==> src/rtl/key_word_collector_pkg.sv <==
// key_pkg: shared definitions for the locking-key word collector.
//   st_e            - collector FSM state encoding
//   KEY_WORD_W      - width of one readout word
//   KEY_NUM_WORDS   - words per collection run
//   KEY_ADDR_W      - readout address width
//   KEY_RD_LATENCY  - cycles from address driven to matching rd_data
package key_pkg;

    localparam int KEY_WORD_W     = 16;
    localparam int KEY_NUM_WORDS  = 4;
    localparam int KEY_ADDR_W     = 2;
    localparam int KEY_RD_LATENCY = 3;

    typedef enum logic [1:0] {
        IDLE  = 2'd0,
        ISSUE = 2'd1,
        DRAIN = 2'd2,
        DONE  = 2'd3
    } st_e;

endpackage

==> src/rtl/key_word_collector_if.sv <==
// key_word_collector_if: handshake and readout bus of the key word collector.
//   start     - request a collection run (driver -> collector)
//   busy      - run in progress
//   done      - one-cycle pulse, key_out updated
//   rd_addr   - address to the readout pipeline
//   rd_data   - word returned by the readout pipeline
//   key_out   - assembled key, word i at [i*WORD_W +: WORD_W]
//   key_valid - key_out holds a complete run
// With KEY_WORD_COLLECTOR_CMP_EN defined, also carries golden_key (in) and
// key_match (out).
// Modports: master = requester/readout side, slave = collector.
interface key_word_collector_if
    import key_pkg::*;
#(
    parameter int WORD_W    = KEY_WORD_W,
    parameter int NUM_WORDS = KEY_NUM_WORDS,
    parameter int ADDR_W    = KEY_ADDR_W
) ();

    logic                        start;
    logic                        busy;
    logic                        done;
    logic [ADDR_W-1:0]           rd_addr;
    logic [WORD_W-1:0]           rd_data;
    logic [WORD_W*NUM_WORDS-1:0] key_out;
    logic                        key_valid;
`ifdef KEY_WORD_COLLECTOR_CMP_EN
    logic [WORD_W*NUM_WORDS-1:0] golden_key;
    logic                        key_match;
`endif

    modport master (
        output start,
        output rd_data,
`ifdef KEY_WORD_COLLECTOR_CMP_EN
        output golden_key,
        input  key_match,
`endif
        input  busy,
        input  done,
        input  rd_addr,
        input  key_out,
        input  key_valid
    );

    modport slave (
        input  start,
        input  rd_data,
`ifdef KEY_WORD_COLLECTOR_CMP_EN
        input  golden_key,
        output key_match,
`endif
        output busy,
        output done,
        output rd_addr,
        output key_out,
        output key_valid
    );

endinterface

==> src/rtl/key_word_collector_rd_tag_pipe.sv <==
// key_rd_tag_pipe: DEPTH-deep valid+index shift register that follows each
// issued read address through the readout latency. out_vld high in a cycle
// means rd_data in that cycle belongs to word out_idx.
//   clk, rst_n - clock, async active-low reset (clears all tags)
//   in_vld     - an address is being issued this cycle
//   in_idx     - word index of the issued address
//   out_vld    - tag emerging this cycle
//   out_idx    - word index of the emerging tag
module key_rd_tag_pipe #(
    parameter int DEPTH = 3,
    parameter int IDX_W = 2
) (
    input  logic             clk,
    input  logic             rst_n,
    input  logic             in_vld,
    input  logic [IDX_W-1:0] in_idx,
    output logic             out_vld,
    output logic [IDX_W-1:0] out_idx
);

    logic [DEPTH-1:0] vld_q;
    logic [IDX_W-1:0] idx_q [DEPTH];

    always_ff @(posedge clk or negedge rst_n) begin
        if (!rst_n) begin
            vld_q <= '0;
            for (int i = 0; i < DEPTH; i++) begin
                idx_q[i] <= '0;
            end
        end else begin
            vld_q[0] <= in_vld;
            idx_q[0] <= in_idx;
            for (int i = 1; i < DEPTH; i++) begin
                vld_q[i] <= vld_q[i-1];
                idx_q[i] <= idx_q[i-1];
            end
        end
    end

    assign out_vld = vld_q[DEPTH-1];
    assign out_idx = idx_q[DEPTH-1];

endmodule

==> src/rtl/key_word_collector.sv <==
// key_word_collector: on start, reads words 0..NUM_WORDS-1 from the locking-key
// readout pipeline back-to-back, captures each word when its tag emerges after
// RD_LATENCY cycles, and presents the assembled key with key_valid and a
// one-cycle done pulse.
//   clk   - clock, all state on the rising edge
//   rst_n - asynchronous active-low reset
//   bus   - key_word_collector_if.slave (start/busy/done, rd_addr/rd_data,
//           key_out/key_valid)
// Optional feature macro KEY_WORD_COLLECTOR_CMP_EN: adds golden_key input and
// a registered key_match output evaluated in DONE.
//
// state | meaning
// IDLE  | waiting for start; key_out/key_valid hold the last run
// ISSUE | driving rd_addr 0..NUM_WORDS-1, one per cycle
// DRAIN | rd_addr back at 0, waiting for the last tag to emerge
// DONE  | one cycle: done=1, key_valid=1
module key_word_collector
    import key_pkg::*;
#(
    parameter int WORD_W     = KEY_WORD_W,
    parameter int NUM_WORDS  = KEY_NUM_WORDS,
    parameter int ADDR_W     = KEY_ADDR_W,
    parameter int RD_LATENCY = KEY_RD_LATENCY
) (
    input  logic                clk,
    input  logic                rst_n,
    key_word_collector_if.slave bus
);

    localparam int                KEY_W     = WORD_W * NUM_WORDS;
    localparam logic [ADDR_W-1:0] LAST_ADDR = ADDR_W'(NUM_WORDS - 1);

    st_e               state_q, state_d;
    logic [ADDR_W-1:0] rd_addr_q;
    logic [ADDR_W-1:0] issue_cnt_q;
    logic [ADDR_W-1:0] capture_cnt_q;
    logic [KEY_W-1:0]  key_q;
    logic              key_valid_q;

    logic              start_acc;
    logic              last_issue;
    logic              last_capture;
    logic              tag_in_vld;
    logic              tag_out_vld;
    logic [ADDR_W-1:0] tag_out_idx;

    assign start_acc    = (state_q == IDLE) && bus.start;
    assign tag_in_vld   = (state_q == ISSUE);
    assign last_issue   = (state_q == ISSUE) && (issue_cnt_q == LAST_ADDR);
    // Tags emerge in issue order, so the NUM_WORDS-th capture is the last one.
    assign last_capture = tag_out_vld && (capture_cnt_q == LAST_ADDR);

    key_rd_tag_pipe #(
        .DEPTH (RD_LATENCY),
        .IDX_W (ADDR_W)
    ) u_tag_pipe (
        .clk     (clk),
        .rst_n   (rst_n),
        .in_vld  (tag_in_vld),
        .in_idx  (issue_cnt_q),
        .out_vld (tag_out_vld),
        .out_idx (tag_out_idx)
    );

    always_ff @(posedge clk or negedge rst_n) begin
        if (!rst_n) begin
            state_q <= IDLE;
        end else begin
            state_q <= state_d;
        end
    end

    always_comb begin
        state_d = state_q;
        case (state_q)
            IDLE:    if (bus.start)    state_d = ISSUE;
            ISSUE:   if (last_issue)   state_d = DRAIN;
            DRAIN:   if (last_capture) state_d = DONE;
            DONE:                      state_d = IDLE;
            default:                   state_d = IDLE;
        endcase
    end

    // rd_addr is the registered copy of the next issue index so that address
    // k is on the bus during the k-th ISSUE cycle; it parks at 0 otherwise.
    always_ff @(posedge clk or negedge rst_n) begin
        if (!rst_n) begin
            rd_addr_q   <= '0;
            issue_cnt_q <= '0;
        end else if (start_acc) begin
            rd_addr_q   <= '0;
            issue_cnt_q <= '0;
        end else if (state_q == ISSUE) begin
            if (last_issue) begin
                rd_addr_q   <= '0;
                issue_cnt_q <= '0;
            end else begin
                rd_addr_q   <= issue_cnt_q + 1'b1;
                issue_cnt_q <= issue_cnt_q + 1'b1;
            end
        end
    end

    always_ff @(posedge clk or negedge rst_n) begin
        if (!rst_n) begin
            capture_cnt_q <= '0;
            key_q         <= '0;
        end else begin
            if (start_acc || last_capture) begin
                capture_cnt_q <= '0;
            end else if (tag_out_vld) begin
                capture_cnt_q <= capture_cnt_q + 1'b1;
            end
            for (int i = 0; i < NUM_WORDS; i++) begin
                if (tag_out_vld && (tag_out_idx == ADDR_W'(i))) begin
                    key_q[i*WORD_W +: WORD_W] <= bus.rd_data;
                end
            end
        end
    end

    // key_valid rises together with the DONE cycle and holds until the next
    // accepted start.
    always_ff @(posedge clk or negedge rst_n) begin
        if (!rst_n) begin
            key_valid_q <= 1'b0;
        end else if (start_acc) begin
            key_valid_q <= 1'b0;
        end else if ((state_q == DRAIN) && last_capture) begin
            key_valid_q <= 1'b1;
        end
    end

`ifdef KEY_WORD_COLLECTOR_CMP_EN
    logic key_match_q;

    always_ff @(posedge clk or negedge rst_n) begin
        if (!rst_n) begin
            key_match_q <= 1'b0;
        end else if (start_acc) begin
            key_match_q <= 1'b0;
        end else if (state_q == DONE) begin
            key_match_q <= (key_q == bus.golden_key);
        end
    end

    assign bus.key_match = key_match_q;
`endif

    assign bus.busy      = (state_q != IDLE);
    assign bus.done      = (state_q == DONE);
    assign bus.rd_addr   = rd_addr_q;
    assign bus.key_out   = key_q;
    assign bus.key_valid = key_valid_q;

endmodule

==> src/flat_wrapper.sv <==
// flat-port wrapper written by rule: the top's interface ports become plain ports
module key_word_collector_flat import key_pkg::*;
#(
    parameter int WORD_W     = KEY_WORD_W,
    parameter int NUM_WORDS  = KEY_NUM_WORDS,
    parameter int ADDR_W     = KEY_ADDR_W,
    parameter int RD_LATENCY = KEY_RD_LATENCY
)
  (clk, rst_n, bus_start, bus_rd_data, bus_busy, bus_done, bus_rd_addr, bus_key_out, bus_key_valid);
  key_word_collector_if #(.WORD_W(WORD_W), .NUM_WORDS(NUM_WORDS), .ADDR_W(ADDR_W)) bus_i ();
  input  logic clk;
  input  logic rst_n;
  input wire logic [$bits(bus_i.start)-1:0] bus_start;
  input wire logic [$bits(bus_i.rd_data)-1:0] bus_rd_data;
  output wire logic [$bits(bus_i.busy)-1:0] bus_busy;
  output wire logic [$bits(bus_i.done)-1:0] bus_done;
  output wire logic [$bits(bus_i.rd_addr)-1:0] bus_rd_addr;
  output wire logic [$bits(bus_i.key_out)-1:0] bus_key_out;
  output wire logic [$bits(bus_i.key_valid)-1:0] bus_key_valid;
  assign bus_i.start = bus_start;
  assign bus_i.rd_data = bus_rd_data;
  assign bus_busy = bus_i.busy;
  assign bus_done = bus_i.done;
  assign bus_rd_addr = bus_i.rd_addr;
  assign bus_key_out = bus_i.key_out;
  assign bus_key_valid = bus_i.key_valid;
  key_word_collector #(.WORD_W(WORD_W), .NUM_WORDS(NUM_WORDS), .ADDR_W(ADDR_W), .RD_LATENCY(RD_LATENCY)) u_core (.clk(clk), .rst_n(rst_n), .bus(bus_i));
endmodule
==> config.mk <==
export PLATFORM = sky130hd
export DESIGN_NAME = key_word_collector_flat
export DESIGN_NICKNAME = d
export VERILOG_FILES = /design/src/rtl/key_word_collector_pkg.sv /design/src/rtl/key_word_collector_if.sv /design/src/rtl/key_word_collector_rd_tag_pipe.sv /design/src/rtl/key_word_collector.sv /design/src/flat_wrapper.sv
export SDC_FILE = /design/constraint.sdc
export NUM_CORES = 1
export LEC_CHECK = 0
export ABC_CLOCK_PERIOD_IN_PS = 1400
export CORE_UTILIZATION = 38
export CTS_CLUSTER_SIZE = 28
export DETAILED_ROUTE_END_ITERATION = 16
export GPL_TIMING_DRIVEN = 0
export PLACE_DENSITY_LB_ADDON = 0.3
export SKIP_CTS_REPAIR_TIMING = 1
export SKIP_LAST_GASP = 1
export SYNTH_ARGS = -nofsm -noshare
export SYNTH_HDL_FRONTEND = slang
export SYNTH_HIERARCHICAL = 1
export SYNTH_SLANG_ARGS = --single-unit
==> constraint.sdc <==
create_clock -name clk -period 1.4 [get_ports clk]
set_input_delay 0.21 -clock clk [delete_from_list [all_inputs] [get_ports clk]]
set_output_delay 0.21 -clock clk [all_outputs]
set_load 0.05 [all_outputs]
==> impl_metrics.env, run 1 <==
export IMPL_fin_worst_skew_ps=3.83
export IMPL_cts_made_buffers=9
export IMPL_cpMaxStageDelayCell="dfrtp_2"
export IMPL_violations="setup timing"
export IMPL_first_pass_iters=4
export IMPL_grt_util_all_layers=0.156
export IMPL_rsz0062_at_grt="true"
export IMPL_final_cell_mix="75 x dfrtp_1, 62 x dlymetal6s2s_1, 56 x mux2_2"
export IMPL_wl_um=6380
export IMPL_die_area_um2=8450
export IMPL_synth_seq_cells=80
export IMPL_cp_end_kind="output port"
export IMPL_r2r_cells=5
export IMPL_via_per_inst=4.77
export IMPL_crit_chain="inv_2 > ha_4 > clkinvlp_4 > clkbuf_2"
export IMPL_finalCritPeriodShare=1.17
export IMPL_ant_nets=0
export IMPL_drt_initial_drc_count=41
export IMPL_critical_path_class="reg -> out"
export IMPL_io_pins=88
export IMPL_start_kind="flop"
export IMPL_core_area_um2=7770
export IMPL_min_path_type="reg -> reg"
export IMPL_antennaDiodeCount=0
export IMPL_synth_area_um2=3070
export IMPL_min_period_ps=1630
export IMPL_syn_to_final_growth_pct=50.5
export IMPL_vias=1887
export IMPL_fmax_mhz=613
export IMPL_critical_path_max_stage_delay_ps=450
export IMPL_grt_pass1_vias=1851
export IMPL_grt_overflow_total=0
export IMPL_crit_fanout=6
export IMPL_cts_sinks=80
export IMPL_cts_root_buf="clkbuf_8"
export IMPL_relSlewSlack=0.631
export IMPL_reg2reg_from="u_core/state_q[0]"
export IMPL_nets=315
export IMPL_worst_pin_slew_ps=552
export IMPL_synth_area_leaders="dfrtp_1 65%, mux2_2 24%, ha_1 2.9%, mux2i_1 0.98%, a21oi_1 0.81%"
export IMPL_max_cap_violations=0
export IMPL_netlist_instances=183
export IMPL_setup_viol=14
export IMPL_crit_required_ps=1190
export IMPL_clk_latency_ps=330
export IMPL_cts_max_path_buffers=2
export IMPL_hold_viol_final=0
export IMPL_rr_endpoint="u_core/state_q[1]"
export IMPL_wl_per_cell_um=16.1
export IMPL_holdPathStages=0
export IMPL_grt_max_degree=51
export IMPL_worst_ep_arrival_time_ps=1420
export IMPL_core_rowCount=32
export IMPL_cts_tree="built"
export IMPL_hold_path_end="u_core/u_tag_pipe/vld_q[1]"
export IMPL_drc_errors=0
export IMPL_layout_commonest_cell="dfrtp_1"
export IMPL_netlist_cell_type_count=21
export IMPL_postLayoutCellArea_um2=4620
export IMPL_htree_levels=3
export IMPL_synth_top_cell_area_share=0.652
export IMPL_avgSynthCellArea_um2=16.8
export IMPL_slew_viol_final=0
export IMPL_grt_pass1_wl_um=9910
export IMPL_fp_dieH_um=91.9
export IMPL_dp_hpwl_um=4170
export IMPL_rrSetupSlack_ps=-130
export IMPL_cp_startpoint="u_core/state_q[1]"
export IMPL_synth_nets=209
export IMPL_yosysWarnings=6
export IMPL_place_area_um2=4160
export IMPL_io_buffers=87
export IMPL_layout_drive_gt1_share=0.405
export IMPL_yosysSeqAreaShare=0.652
export IMPL_worstHoldStart="u_core/u_tag_pipe/vld_q[0]"
export IMPL_status="finished, violations left"
export IMPL_gp_congestion=0.671
export IMPL_yosysTopAreaCell="dfrtp_1"
export IMPL_antenna_found_initial=0
export IMPL_start_util=0.395
export IMPL_clk_pin_slew_ps=80
export IMPL_die_w_um=91.9
export IMPL_worst_slack_ps=-231
[Yosys cell counts]
cell type	number
buf_6	2
nor2_1	1
clkbuf_8	1
nor2b_1	1
nand3b_2	2
nand2b_1	1
o32a_1	1
nand3_2	1
buf_4	3
inv_1	3
dfrtp_1	80
ha_1	7
nor3b_4	1
mux2_2	66
a31oi_1	1
mux2i_1	3
buf_2	1
o211a_1	1
a21oi_1	5
a21bo_2	1
o21ai_0	1
[worst max path at each step]
stage,to,cells after the start
2_1_floorplan,u_core/state_q[1],5
3_3_place_gp,u_core/issue_cnt_q[1],1
3_5_place_dp,bus_busy,4
4_1_cts,bus_busy,4
5_1_grt,bus_busy,4
6_report,bus_busy,4
[layer usage]
metal	vias up	share of wire	global-route usage
li1	864	-	-
met2	67	0.48	0.239
met3	4	0.061	0.0622
met1	952	0.46	0.209
met4	0	0.0042	0.0352
met5	-	0	0
[stage by stage]
| stage | setup slack (ps) | hold WS, ps | std cells | utilization | setup TNS [ps] |
|---|---|---|---|---|---|
| floorplan | -186 | -85.6 | 183 | - | -648 |
| global placement | -2980 | 333 | 372 | 0.532 | -222150 |
| detailed placement | -346 | 173 | 373 | 0.535 | -7770 |
| CTS | -742 | -200 | 389 | 0.562 | -31180 |
| global route | -312 | 357 | 396 | 0.595 | -2220 |
| finish | -231 | 351 | 396 | 0.595 | -1030 |
[area by class of cell]
| type | instances | area [um2] |
|---|---|---|
| fill | 616 | 3150 |
| sequential | 80 | 2010 |
| timing repair buffer | 98 | 1110 |
| multi-input combinational | 93 | 1090 |
| clock buffer | 11 | 131 |
| tap | 102 | 128 |
| clock inverter | 5 | 81.3 |
| buffer | 4 | 51.3 |
| inverter | 3 | 15.0 |
[cells by family after synthesis]
kind of cell	Yosys count	synth area share
flip-flops	80	0.652
multiplexers	69	0.252
AO/OA/AOI/OAI	10	0.0216
adder cells (fa/ha/maj)	7	0.0285
buffers and inverters	10	0.0244
AND/OR/NAND/NOR	7	0.0220
[sequential cells by signal, indices dropped and copies added, names as in the netlist]
name	count
u_core/bus.key_out	64
u_core/bus.key_valid	1
u_core/capture_cnt_q	2
u_core/issue_cnt_q	2
u_core/state_q	2
u_core/u_tag_pipe/idx_q	4
u_core/u_tag_pipe/out_idx	2
u_core/u_tag_pipe/vld_q	3
[worst max-delay path: cells and delay by family (launching register included)]
family,cells,cell delay [ps]
DFF,1,450
adders and majority gates,1,190
buffers and inverters,3,450
Power of run 1 is not shown: default switching activity piles up to over one toggle a cycle in this logic, so the estimate is an artifact.
==> run 2, diff against run 1 <==
CORE_ASPECT_RATIO = 1.1   (was not set)
==> impl_metrics.env, run 2 (synthesis results as in run 1) <==
export IMPL_cts_root_buf="clkbuf_8"
export IMPL_place_area_um2=4160
export IMPL_core_area_um2=7870
export IMPL_drc_errors=0
export IMPL_wl_um=6480
export IMPL_rr_endpoint="u_core/state_q[1]"
export IMPL_cpMaxStageDelayCell="dfrtp_2"
export IMPL_worst_pin_slew_ps=540
export IMPL_nets=321
export IMPL_fin_worst_skew_ps=12.9
export IMPL_cp_end_kind="output port"
export IMPL_first_pass_iters=4
export IMPL_antennaDiodeCount=0
export IMPL_status="finished, violations left"
export IMPL_grt_pass1_wl_um=9150
export IMPL_largest_reg_flops=64
export IMPL_grt_overflow_total=0
export IMPL_die_area_um2=8450
export IMPL_hold_viol_final=0
export IMPL_grt_pass1_vias=1793
export IMPL_timing_critical_path_buf_inv=3
export IMPL_relSlewSlack=0.639
export IMPL_rrSetupSlack_ps=-50
export IMPL_cts_made_buffers=9
export IMPL_min_period_ps=1570
export IMPL_cts_sinks=80
export IMPL_io_buffers=87
export IMPL_grt_util_all_layers=0.148
export IMPL_post_place_ws_ps=-349
export IMPL_r2r_cells=5
export IMPL_cts_tree="built"
export IMPL_crit_chain="inv_2 > ha_4 > clkinvlp_4 > clkbuf_2"
export IMPL_hold_ws_ps=351
export IMPL_gp_congestion=0.678
export IMPL_crit_path_end="bus_busy"
export IMPL_layout_commonest_cell="dfrtp_1"
export IMPL_crit_required_ps=1190
export IMPL_rsz0062_at_grt="true"
export IMPL_worstHoldStart="u_core/u_tag_pipe/idx_q[4]"
export IMPL_max_cap_violations=0
export IMPL_dp_hpwl_um=4120
export IMPL_wl_per_cell_um=15.9
export IMPL_crit_fanout=4
export IMPL_worst_ep_arrival_time_ps=1360
export IMPL_min_path_type="reg -> reg"
export IMPL_cp_num_cells=4
export IMPL_start_util=0.390
export IMPL_fp_dieH_um=96.3
export IMPL_syn_to_final_growth_pct=54.7
export IMPL_worst_slack_ps=-174
export IMPL_clk_pin_slew_ps=70
export IMPL_reg2reg_from="u_core/state_q[0]"
export IMPL_final_cell_mix="75 x dfrtp_1, 65 x dlymetal6s2s_1, 48 x mux2_2"
export IMPL_ant_nets=0
export IMPL_io_pins=88
export IMPL_cp_startpoint="u_core/state_q[1]"
export IMPL_finalCritPeriodShare=1.12
export IMPL_critical_path_class="reg -> out"
export IMPL_die_w_um=87.7
export IMPL_slew_viol_final=0
export IMPL_cts_max_path_buffers=2
export IMPL_start_kind="flop"
export IMPL_violations="setup timing"
export IMPL_core_rowCount=34
export IMPL_layout_drive_gt1_share=0.415
export IMPL_vias=1939
export IMPL_fmax_mhz=635
export IMPL_tns_ps=-260
export IMPL_via_per_inst=4.76
export IMPL_htree_levels=3
export IMPL_clk_latency_ps=340
export IMPL_setup_viol=8
export IMPL_postLayoutCellArea_um2=4750
export IMPL_critical_path_max_stage_delay_ps=450
export IMPL_antenna_found_initial=0
export IMPL_grt_max_degree=43
export IMPL_crit_family="flip-flops"
export IMPL_drt_initial_drc_count=38
-- run 2: layer usage --
layer	up-vias	routed length, um	track usage
li1	871	-	-
met1	994	2960	0.191
met2	66	3080	0.232
met3	8	352	0.0412
met4	0	77	0.0697
met5	-	0	0
-- run 2: through the flow --
step,util,instances
floorplan,-,183
global placement,0.526,378
detailed placement,0.528,379
CTS,0.558,394
global route,0.604,407
finish,0.604,407
-- run 2: final cells by class --
class | count | area, um2
sequential | 80 | 2010
timing repair buffer | 104 | 1170
inverter | 3 | 15.0
buffer | 4 | 51.3
tap | 108 | 135
multi-input combinational | 93 | 1140
fill | 621 | 3120
clock inverter | 6 | 109
clock buffer | 9 | 124
-- run 2: how the worst min path moves through the flow --
| stage | endpoint | slack [ps] | depth (start not counted) |
|---|---|---|---|
| final | u_core/u_tag_pipe/idx_q[2] | 350 | 0 |
| after global routing | u_core/u_tag_pipe/idx_q[2] | 360 | 0 |
| after CTS | u_core/bus.key_out[27] | -160 | 1 |
| after detailed placement | u_core/bus.key_out[27] | 220 | 1 |
| after global placement | u_core/u_tag_pipe/vld_q[1] | 330 | 0 |
| after floorplan | u_core/bus.key_out[0] | -90 | 0 |
Power of run 2 is left out for the same reason.
==> run 3, diff against run 2 <==
MAX_ROUTING_LAYER = met4   (was not set)
==> impl_metrics.env, run 3 (synthesis results as in run 1) <==
export IMPL_status="finished, violations left"
export IMPL_violations="setup timing"
export IMPL_fin_worst_skew_ps=13.6
export IMPL_hold_ws_ps=351
export IMPL_drc_errors=0
export IMPL_rrSetupSlack_ps=-50
export IMPL_core_area_um2=7870
export IMPL_worst_slack_ps=-175
export IMPL_min_period_ps=1580
export IMPL_drt_initial_drc_count=31
export IMPL_worstHoldStart="u_core/u_tag_pipe/idx_q[4]"
export IMPL_clk_pin_slew_ps=70
export IMPL_cts_sinks=80
export IMPL_final_cell_mix="75 x dfrtp_1, 65 x dlymetal6s2s_1, 48 x mux2_2"
export IMPL_cts_max_path_buffers=2
export IMPL_core_rowCount=34
export IMPL_worst_ep_arrival_time_ps=1370
export IMPL_fmax_mhz=635
export IMPL_hold_viol_final=0
export IMPL_largest_reg_flops=64
export IMPL_antenna_found_initial=0
export IMPL_r2r_cells=5
export IMPL_start_kind="flop"
export IMPL_slew_viol_final=0
export IMPL_wl_per_cell_um=15.9
export IMPL_grt_pass1_wl_um=9150
export IMPL_layout_drive_gt1_share=0.415
export IMPL_first_pass_iters=4
export IMPL_vias=1937
export IMPL_clk_latency_ps=340
export IMPL_cts_tree="built"
export IMPL_rsz0062_at_grt="true"
export IMPL_grt_util_all_layers=0.153
export IMPL_rr_endpoint="u_core/state_q[1]"
export IMPL_grt_overflow_total=0
export IMPL_grt_pass1_vias=1792
export IMPL_cts_root_buf="clkbuf_8"
export IMPL_gp_congestion=0.685
export IMPL_syn_to_final_growth_pct=54.7
export IMPL_setup_viol=8
export IMPL_wl_um=6490
export IMPL_die_area_um2=8450
export IMPL_cp_end_kind="output port"
export IMPL_dp_hpwl_um=4120
export IMPL_crit_fanout=4
export IMPL_crit_required_ps=1190
export IMPL_max_cap_violations=0
export IMPL_min_path_type="reg -> reg"
export IMPL_holdPathStages=0
export IMPL_grt_max_degree=43
export IMPL_io_pins=88
export IMPL_htree_levels=3
export IMPL_reg2reg_from="u_core/state_q[0]"
export IMPL_io_buffers=87
export IMPL_layout_commonest_cell="dfrtp_1"
export IMPL_critical_path_class="reg -> out"
export IMPL_relSlewSlack=0.640
export IMPL_die_w_um=87.7
export IMPL_ant_nets=0
export IMPL_fp_dieH_um=96.3
export IMPL_hold_path_end="u_core/u_tag_pipe/idx_q[2]"
export IMPL_nets=321
export IMPL_start_util=0.390
export IMPL_worst_pin_slew_ps=539
export IMPL_finalCritPeriodShare=1.13
export IMPL_antennaDiodeCount=0
export IMPL_via_per_inst=4.76
export IMPL_cts_made_buffers=9
-- run 3: layout make-up --
type	instances	area, um2
Fill cell	621	3120
Multi-Input combinational cell	93	1140
Inverter	3	15.0
Tap cell	108	135
Buffer	4	51.3
Timing Repair Buffer	104	1170
Clock buffer	9	124
Sequential cell	80	2010
Clock inverter	6	109
-- run 3: per-layer routing --
metal | GRT usage | share of wire | vias to the layer above
li1 | - | - | 870
met1 | 0.191 | 0.46 | 994
met2 | 0.233 | 0.47 | 66
met3 | 0.0395 | 0.054 | 7
met4 | 0.0697 | 0.0099 | 0
met5 | - | 0 | -
-- run 3: through the flow --
step	setup slack, ps	setup TNS, ps	std cells	util	area (um2)
after global placement	-3010	-224900	378	0.526	4140
after global routing	-240	-1150	407	0.604	4750
final	-175	-266	407	0.604	4750
after floorplan	-186	-648	183	-	3130
after detailed placement	-349	-7290	379	0.528	4160
after CTS	-741	-30460	394	0.558	4390
-- run 3: how the worst max path moves through the flow --
| stage | start | endpoint | cells past startpoint |
|---|---|---|---|
| 2_1_floorplan | u_core/state_q[1] | u_core/state_q[1] | 5 |
| 3_5_place_dp | u_core/state_q[0] | bus_busy | 4 |
| 4_1_cts | u_core/state_q[0] | bus_busy | 4 |
| 3_3_place_gp | rst_n | u_core/issue_cnt_q[1] | 1 |
| 6_report | u_core/state_q[1] | bus_busy | 4 |
| 5_1_grt | u_core/state_q[1] | bus_busy | 4 |
-- run 3: critical path: stages, from the launching register on --
cell and delay, ps:
dfrtp_2 450, inv_2 100, ha_4 150, clkinvlp_4 90
clkbuf_2 240
Power of run 3 is left out for the same reason.
==> variant 1 (settings of run 1) <==
`KEY_WORD_W`: 16 -> 20.
--- a/src/rtl/key_word_collector_pkg.sv
+++ b/src/rtl/key_word_collector_pkg.sv
@@ -6,7 +6,7 @@
 //   KEY_RD_LATENCY  - cycles from address driven to matching rd_data
 package key_pkg;
 
-    localparam int KEY_WORD_W     = 16;
+    localparam int KEY_WORD_W     = 20;
     localparam int KEY_NUM_WORDS  = 4;
     localparam int KEY_ADDR_W     = 2;
     localparam int KEY_RD_LATENCY = 3;
Interface: changed (resized bus_key_out and bus_rd_data); port bits go from 88 to 108. No check against the original RTL was run, so the function may have changed too.
==> variant 1 against run 1 <==
The run still ends with setup timing left; sequential cell count up 16; synthesized cell count is 20% higher; register-to-register slack gained 0.03 ns; worst hold slack improved by 0.0060 ns; critical path depth unchanged; critical path type unchanged; area after synthesis grew 27%; highest routed layer unchanged; worst setup slack improved by 0.0052 ns; wire length up 34%; critical endpoint unchanged; design area is 17% higher.
Power is left out: the tool's default activity adds up to more than one toggle a clock period on the data nets, which glitch-free logic cannot reach.
==> variant 1: results (changes against run 1) <==
Outcome
  – Run status: complete, but fails checks (unchanged)
  – Failing checks: setup timing (unchanged)

Finish
  – Final net count: 386 (was 315)
  – Layout cell share with drive strength beyond 1: 56.0% (was 40.5%)

Detailed routing
  – Starting DRC count in detailed routing: 54 (was 41)
  – Vias per cell: 4.63 (was 4.77)
  – Met3 routed WL: 365 um (was 387 um)
  – Average wire per standard cell: 17.3 um (was 16.1 um)

Synthesis
  – Sequential element share of the synthesized area: 61.8% (was 65.2%)
  – Top area cells in the synthesized netlist: dfrtp_1, mux2_4, mux2_2 (was dfrtp_1, mux2_2, ha_1)
  – Adder-cell share of the synthesized area: 2.25% (was 2.85%)
  – Proportion of synthesized area in mux cells: 29.4% (was 25.2%)
  – Average size of a mapped cell: 17.8 um^2 (was 16.8 um^2)
  – Synth Area in Compound Gates: 1.71% (was 2.16%)

Timing
  – Relative slew margins: 63.8% (was 63.1%)
  – Total Negative Setup Slacks: -1.56 ns (was -1.03 ns)
  – Number of setup violations in the final report: 28 (was 14)
  – Post-route clock skew: 0.00899 ns (was 0.00383 ns)
  – Post-route worst setup slack: -0.226 ns (was -0.231 ns)

GRT
  – Wire length of the first global-routing pass: 12.0 mm (was 9.91 mm)
  – Met1 routing resource usage after global routing: 20.3% (was 20.9%)
  – Tot GR Track Use: 15.6% (about the same)
  – Met2 Usage GRT: 24.8% (was 23.9%)

Min path
  – Hold crit path type: input port to async pin (was flip-flop to flip-flop)

Setup path
  – Worst-path maximum fanout: 4 (was 6)
  – Reg2Reg Setup Slack: -0.10 ns (was -0.13 ns)

Placed design
  – Post-placement worst setup slack: -0.332 ns (was -0.346 ns)
  – Number of port buffers: 107 (was 87)
  – Post-place instance area: 5170 um^2 (was 4160 um^2)

CTS
  – Worst skew pair latency: 0.36 ns (was 0.33 ns)
==> variant 1: final cells by class <==
class,count,area [um^2]
multi-input cells,109,1440
fillers,812,4450
inverters,3,17.5
clock inverters,6,67.6
repair buffers,128,1070
clock buffers,10,128
plain buffers,9,113
well taps,133,166
flip-flops and latches,96,2410
==> variant 1: worst min-delay path by stage <==
stage                                          start                    endpoint  slack, ns  cells past startpoint
after floorplan                                rst_n       u_core/bus.key_out[0]      -0.09                      0
after global placement    u_core/u_tag_pipe/idx_q[5]  u_core/u_tag_pipe/idx_q[3]       0.33                      0
after detailed placement                       rst_n      u_core/bus.key_out[47]       0.23                      1
after CTS                                      rst_n      u_core/bus.key_out[27]      -0.17                      1
after global routing      u_core/u_tag_pipe/idx_q[4]  u_core/u_tag_pipe/idx_q[2]       0.37                      0
final                                          rst_n      u_core/bus.key_out[27]       0.36                      2
==> variant 2 (flow settings as in run 1) <==
Made on the original files. Encoding of `st_e`: now one-hot (4 bits for 4 values).
--- a/src/rtl/key_word_collector_pkg.sv
+++ b/src/rtl/key_word_collector_pkg.sv
@@ -11,11 +11,11 @@
     localparam int KEY_ADDR_W     = 2;
     localparam int KEY_RD_LATENCY = 3;
 
-    typedef enum logic [1:0] {
-        IDLE  = 2'd0,
-        ISSUE = 2'd1,
-        DRAIN = 2'd2,
-        DONE  = 2'd3
+    typedef enum logic [3:0] {
+        IDLE  = 4'b0001,
+        ISSUE = 4'b0010,
+        DRAIN = 4'b0100,
+        DONE  = 4'b1000
     } st_e;
 
 endpackage
Check against the original RTL: same outputs for any inputs over 10 cycles, from zero or initial values and one cycle with rst_n low; not proved beyond that.
==> variant 2 against run 1 <==
The run still ends with setup timing left; die area is 1.2% higher; critical path depth is 1 lower; wire length is 0.44% higher; register-to-register slack better by 0.10 ns; design area is 0.43% higher; worst setup slack better by 0.011 ns; area after synthesis is 1.2% higher; sequential cell count is 2 higher; via count is 0.90% higher.
Power is not shown: default switching activity piles up to over one toggle a cycle in this logic, so the estimate is an artifact.
==> variant 2: results (changes against run 1) <==
Outcome
  – Run status: complete, but fails checks (unchanged)
  – Failing checks: setup timing (unchanged)

Placed design
  – Cells after DPL: 379 (was 373)
  – Gpl congestion: 0.700 (was 0.671)

GRT
  – Met2 Usage GRT: 24.1% (was 23.9%)
  – Met3 global-route usage: 3.69% (was 6.22%)
  – Met1 routing resource usage after global routing: 20.5% (was 20.9%)
  – Tot GR Track Use: 15.3% (was 15.6%)

Setup path
  – Worst-path maximum fanout: 7 (was 6)
  – Capturing point of the worst reg2reg path: u_core/bus.key_out[9] (was u_core/state_q[1])
  – Depth of the critical timing path with buffers and inverters included: 3 (was 4)

Timing
  – Post-route clock skew: 0.00854 ns (was 0.00383 ns)
  – Number of setup violations in the final report: 9 (was 14)
  – Min Hold Slack: 0.290 ns (was 0.351 ns)
  – Post-route worst setup slack: -0.220 ns (was -0.231 ns)

Finish
  – Share of the final layout cell area in multi-input gates: 23.5% (was 23.6%)
  – Inverters excl. clock: 2 (was 3)
  – Signal buffers share of area: 25.6% (was 25.2%)
  – Footprint of the flip-flops and latches: 2060 um^2 (was 2010 um^2)

Synthesis
  – Cell types with the highest counts after synthesis: dfrtp_1, mux2_2, buf_4, nor2_1, nand2b_1 (was dfrtp_1, mux2_2, ha_1, a21oi_1)
  – Flop and latch count out of synthesis: 82 (was 80)

Detailed routing
  – Starting DRC count in detailed routing: 88 (was 41)
  – Met3 routed WL: 439 um (was 387 um)
  – Total Wirelength: 6.41 mm (was 6.38 mm)
  – 1st-pass router iterations: 2 (was 4)
## variant 2: cell types whose count changed in the layout (fill, tap and decap cells not counted), sizes merged, moves of 3 or more
cell,change
ha,-5
nand2b,+3
clkbuf,-4
a21oi,-3
nor2,+4
nor4b,+3
clkinv,+3
## variant 2: metrics by stage
stage | TNS (ns) | utilization (%) | instance area (um^2) | worst slack (ns)
after floorplan | -0.374 | - | 3160 | -0.0572
after global placement | -235.46 | 53.2 | 4160 | -2.80
after detailed placement | -7.84 | 53.5 | 4180 | -0.507
after CTS | -31.20 | 55.7 | 4350 | -0.913
after global routing | -1.17 | 59.5 | 4640 | -0.295
final | -0.440 | 59.5 | 4640 | -0.220
## variant 2: kinds of logic after synthesis
family,count (synthesis),share of synthesized area [%]
simple gates,23,5.84
flops,82,66.0
mux,67,24.1
buf+inv,9,1.97
fa+ha+maj,2,0.805
compound gates,6,1.21
